==> src/rtl/peripheral_noc_router_output_arbiter.sv <==
// Wormhole output arbiter for a NoC router: round-robin packet arbitration with a registered output slot.
// Define PERIPHERAL_NOC_ARBITER_FIXED_PRIO_EN for fixed priority (lowest valid index wins, prio held at 0).
module peripheral_noc_router_output_arbiter #(
  parameter int FLIT_WIDTH = 32,
  parameter int INPUTS     = 5
) (
  input  logic                         clk,
  input  logic                         rst,
  input  logic [INPUTS*FLIT_WIDTH-1:0] in_flit,
  input  logic [INPUTS-1:0]            in_last,
  input  logic [INPUTS-1:0]            in_valid,
  output logic [INPUTS-1:0]            in_ready,
  output logic [FLIT_WIDTH-1:0]        out_flit,
  output logic                         out_last,
  output logic                         out_valid,
  input  logic                         out_ready
);

  localparam int          IW   = (INPUTS > 1) ? $clog2(INPUTS) : 1;
  localparam logic [IW:0] N_IN = (IW+1)'(INPUTS);

  typedef enum logic [0:0] {
    S_IDLE = 1'b0,
    S_WORM = 1'b1
  } state_t;

  state_t                  r_state;
  logic [IW-1:0]           r_gnt;
  logic [IW-1:0]           r_prio;
  logic [FLIT_WIDTH-1:0]   r_out_flit;
  logic                    r_out_last;
  logic                    r_out_valid;

  logic                    w_accept;
  logic                    w_xfer;
  logic                    w_sel_valid;
  logic                    w_sel_last;
  logic [IW-1:0]           w_sel;
  logic [IW-1:0]           w_prio_next;
  logic [IW:0]             w_idx;
  logic [IW:0]             w_inc;
  logic [FLIT_WIDTH-1:0]   w_sel_flit;

  // Input selection: locked input while a worm is open, otherwise first valid from prio upward.
  always_comb begin
    w_sel       = '0;
    w_sel_valid = 1'b0;
    w_idx       = '0;
    if (r_state == S_WORM) begin
      w_sel       = r_gnt;
      w_sel_valid = in_valid[r_gnt];
    end else begin
      // Descending scan so the smallest offset from prio is the last (winning) assignment.
      for (int k = INPUTS - 1; k >= 0; k--) begin
        w_idx = {1'b0, r_prio} + (IW+1)'(k);
        if (w_idx >= N_IN) begin
          w_idx = w_idx - N_IN;
        end else begin
          w_idx = w_idx;
        end
        if (in_valid[w_idx[IW-1:0]]) begin
          w_sel       = w_idx[IW-1:0];
          w_sel_valid = 1'b1;
        end else begin
          w_sel       = w_sel;
          w_sel_valid = w_sel_valid;
        end
      end
    end
  end

  assign w_accept    = ~r_out_valid | out_ready;
  assign w_xfer      = w_accept & w_sel_valid;
  assign w_sel_flit  = in_flit[int'(w_sel)*FLIT_WIDTH +: FLIT_WIDTH];
  assign w_sel_last  = in_last[w_sel];
  assign w_inc       = {1'b0, w_sel} + (IW+1)'(1);
  assign w_prio_next = (w_inc == N_IN) ? '0 : w_inc[IW-1:0];

  // One-hot ready toward the selected input only.
  always_comb begin
    in_ready = '0;
    if (w_xfer) begin
      in_ready[w_sel] = 1'b1;
    end else begin
      in_ready = '0;
    end
  end

  // Arbitration state and the registered output slot.
  always_ff @(posedge clk or negedge rst) begin
    if (!rst) begin
      r_state     <= S_IDLE;
      r_gnt       <= '0;
      r_prio      <= '0;
      r_out_flit  <= '0;
      r_out_last  <= 1'b0;
      r_out_valid <= 1'b0;
    end else if (w_xfer) begin
      r_out_flit  <= w_sel_flit;
      r_out_last  <= w_sel_last;
      r_out_valid <= 1'b1;
      case (r_state)
        S_IDLE: begin
          if (!w_sel_last) begin
            r_state <= S_WORM;
            r_gnt   <= w_sel;
          end else begin
`ifdef PERIPHERAL_NOC_ARBITER_FIXED_PRIO_EN
            r_prio  <= '0;
`else
            r_prio  <= w_prio_next;
`endif
          end
        end
        S_WORM: begin
          if (w_sel_last) begin
            r_state <= S_IDLE;
`ifdef PERIPHERAL_NOC_ARBITER_FIXED_PRIO_EN
            r_prio  <= '0;
`else
            r_prio  <= w_prio_next;
`endif
          end else begin
            r_state <= S_WORM;
          end
        end
        default: begin
          r_state <= S_IDLE;
        end
      endcase
    end else if (r_out_valid && out_ready) begin
      r_out_valid <= 1'b0;
    end else begin
      r_out_valid <= r_out_valid;
    end
  end

  assign out_flit  = r_out_flit;
  assign out_last  = r_out_last;
  assign out_valid = r_out_valid;

endmodule

==> config.mk <==
export PLATFORM = sky130hd
export DESIGN_NAME = peripheral_noc_router_output_arbiter
export DESIGN_NICKNAME = d
export VERILOG_FILES = /design/src/rtl/peripheral_noc_router_output_arbiter.sv
export SDC_FILE = /design/constraint.sdc
export NUM_CORES = 1
export LEC_CHECK = 0
export ABC_CLOCK_PERIOD_IN_PS = 4400
export BUFFER_PORTS_ARGS = -buffer_cell sky130_fd_sc_hd__buf_2
export CAP_MARGIN = 10
export CORE_MARGIN = 10
export CORE_UTILIZATION = 48
export CTS_CLUSTER_SIZE = 16
export DETAILED_ROUTE_END_ITERATION = 6
export PLACE_DENSITY = 0.92
export RECOVER_POWER = 50
export SETUP_SLACK_MARGIN = 0.5
export SYNTH_ARGS = -nofsm -noshare
export SYNTH_HDL_FRONTEND = slang
export SYNTH_SLANG_ARGS = --single-unit
==> constraint.sdc <==
create_clock -name clk -period 4.4 [get_ports clk]
set_clock_uncertainty 0.05 [all_clocks]
set_input_delay 0.22 -clock clk [delete_from_list [all_inputs] [get_ports clk]]
set_output_delay 0.22 -clock clk [all_outputs]
set_load 0.02 [all_outputs]
==> metrics.md <==
| Metric | Value |
|---|---|
| Status | `finished with violations` |
| Failing checks | `capacitance limit, slew limit` |
| Chip Width | `116 um` |
| Hold depth | `3` |
| MaxCap Viol Count | `1` |
| Seq/Total Area, Yosys | `0.231` |
| Total GRT Usage | `0.254` |
| Area growth from synthesis to layout | `41.7%` |
| Total gr overflow | `0` |
| CP Capture Type | `primary output` |
| Vias per cell | `6.44` |
| Core area | `0.00915 mm^2` |
| Max Used Layer | `met4` |
| Clock latency on the worst-skew pair | `0.30 ns` |
| Final Slew Violations | `42` |
| Area contributors post-synth | `dfrtp_1 23%, mux2i_1 10%, a2bb2oi_1 5.7%` |
| Post-Synthesis Cells | `479` |
| DRT iter0 DRCs | `540` |
| Initial antenna violation count | `4` |
| Synth Register Bits | `41` |
| Final setup viols | `0` |
| I/O Pins | `212` |
| Largest net degree at the start of global routing | `47` |
| Starting Density | `0.486` |
| Most common cell in the netlist | `mux2i_1` |
| CTS tree | `built` |
| Root buffer cell | `clkbuf_8` |
| Syn_nets | `662` |
| CTS HTree Levels | `2` |
| Die height | `116 um` |
| Antenna-violating nets left | `0` |
| CP Data Arrival Time | `3.65 ns` |
| CP startpoint kind | `flop` |
| Top-area cell type share of the netlist area | `0.231` |
| Reg2Reg Depth | `15` |
| Post-route clock period utilization | `0.890` |
| Met3 wire len | `1820 um` |
| DRT met1 WL | `6410 um` |
| # port buffers | `211` |
| Worst Path Max Fanout | `7` |
| Hold Crit Class | `in2reg` |
| Ys async rst share | `1.00` |
| Vias in the first global route | `5330` |
| Slew headroom | `-0.514` |
| First-pass DRT Iterations | `5` |
| Routed len/inst | `23.4 um` |
| Fmax | `255 MHz` |
| Synth warn | `0` |
| Clock sink count | `41` |
| Longest Clk Path Bufs | `2` |
| Synth cell types | `75` |
| DIE AREA | `0.0135 mm^2` |
| Fin nets | `890` |
| Share of layout cells above drive strength 1 | `0.499` |
| Worst slew pin tran | `2.27 ns` |
| Avg Synthesized Cell Area | `9.29 um^2` |
| Hold Fails Final Rpt | `0` |
| First-pass GRT wire length | `27400 um` |
| Main flop type after synthesis | `dfrtp_1` |
| Tmin final | `3.92 ns` |
| RSZ-0062 raised after global routing | `true` |
| Hold Slack | `0.139 ns` |
| RD Place Congestion | `0.908` |
| Clock buffer count from CTS | `5` |
| Number of fill cells in the layout | `686` |
| Post-synth top area cell | `dfrtp_1` |
| Fin Setup TNS | `0 ns` |
| # DRC | `0` |
| Worst EP required | `4.13 ns` |
| Num rows | `35` |
| Hold Buf Count CTS | `0` |
| DR WL met2 | `9970 um` |
| Dpl hpwl | `14100 um` |
| Post-synth EDFFs | `0` |
| Mapped Area | `0.00445 mm^2` |
| Clock-pin slew on the worst setup and hold paths | `0.09 ns` |
| WS Path Type | `reg2out` |
| Via count | `5298` |
| Commonest cells in the synthesized netlist | `45 x mux2i_1, 41 x dfrtp_1, 29 x a22oi_1, 29 x a2bb2oi_1, 26 x o21ai_1` |
| Final wirelength | `19300 um` |
==> logic make-up (layout without fill, tap and decap cells) <==
family,after synthesis,in the layout,synth area share
simple gates,115,115,0.144
fa+ha+maj,10,10,0.0298
compound gates,179,179,0.302
buf+inv,48,277,0.0647
xor+xnor,2,2,0.00394
mux,84,84,0.225
flops,41,41,0.231
other cells,0,4,0
==> metal layers <==
| metal | GRT usage | vias to the layer above |
|---|---|---|
| li1 | - | 2321 |
| met1 | 0.266 | 2516 |
| met2 | 0.451 | 373 |
| met3 | 0.0714 | 88 |
| met4 | 0.137 | 0 |
| met5 | 0 | - |
==> cells in the final DEF (no fill, tap or decap), types with 5 or more instances in the layout <==
cell type | netlist | routed
buf_2 | 11 | 189
mux2i_1 | 45 | 43
buf_4 | 1 | 39
dfrtp_1 | 41 | 38
a22oi_1 | 29 | 29
a2bb2oi_1 | 29 | 28
o21ai_1 | 26 | 25
clkbuf_1 | 12 | 20
nand2_1 | 21 | 19
mux2_2 | 19 | 19
nor2_1 | 20 | 16
and3_1 | 14 | 14
a21oi_1 | 17 | 12
o21ai_0 | 12 | 12
mux2_4 | 12 | 12
nand2b_1 | 10 | 9
inv_1 | 10 | 8
a21oi_2 | 3 | 7
nor3_1 | 8 | 6
clkbuf_8 | 0 | 6
nor2b_1 | 6 | 5
o211ai_1 | 5 | 5
nand3_1 | 6 | 5
a221o_1 | 5 | 5
buf_12 | 0 | 5
==> registers in the layout, indices dropped and copies added, names as in the netlist <==
register and cells:
out_flit 32, out_last 1, out_valid 1, r_gnt 3, r_prio 3, r_state 1
==> per-stage QoR <==
stage               std cells  utilization  worst slack [ns]  area [um^2]
floorplan                 479            -             0.595         4450
global placement          781        0.608             0.301         5570
detailed placement        781        0.608             0.104         5570
CTS                       795        0.646             0.491         5910
global route              823        0.689             0.330         6310
finish                    823        0.689             0.484         6310
==> cell type report <==
class                   count  area (um^2)  share of cell area
flip-flops and latches     41         1030               0.163
repair buffers            258         1500               0.238
clock inverters             2         37.5             0.00595
clock buffers               6         82.6              0.0131
well taps                 111          139              0.0220
multi-input cells         390         3460               0.548
inverters                  11         52.6             0.00833
diodes                      4         10.0             0.00159
==> path summary, 6_finish.rpt <==
kind | start | to | slack [ns]
worst min register to register | out_last | out_last | 0.47
worst max-delay path | r_prio[1] | in_ready[4] | 0.48
max in group asynchronous | rst | r_prio[1] | 2.30
worst min-delay path | in_flit[70] | out_flit[6] | 0.14
worst max register to register | r_prio[1] | out_flit[30] | 0.57
min in group asynchronous | rst | out_flit[18] | 0.53
==> worst max-delay path, stage by stage (launching register included) <==
cell and delay (ns):
dfrtp_2 0.45, clkinvlp_4 0.13, buf_4 0.12, ha_1 0.21
nand2b_1 0.18, a21oi_2 0.26, mux2i_2 0.32, nand3_2 0.16
o21ai_2 0.19, a31oi_4 0.14, o41ai_4 0.51, buf_4 0.23
buf_4 0.16, nor2b_1 0.14, buf_4 0.15
==> repair_timing <==
item,in CTS,in global routing
endpoints found under the setup margin,45,42
buffers inserted,6,22
resized for setup,36,46
cloned,0,2
pin swaps,4,20
Power is not shown: default switching activity piles up to over one toggle a cycle in this logic, so the estimate is an artifact.
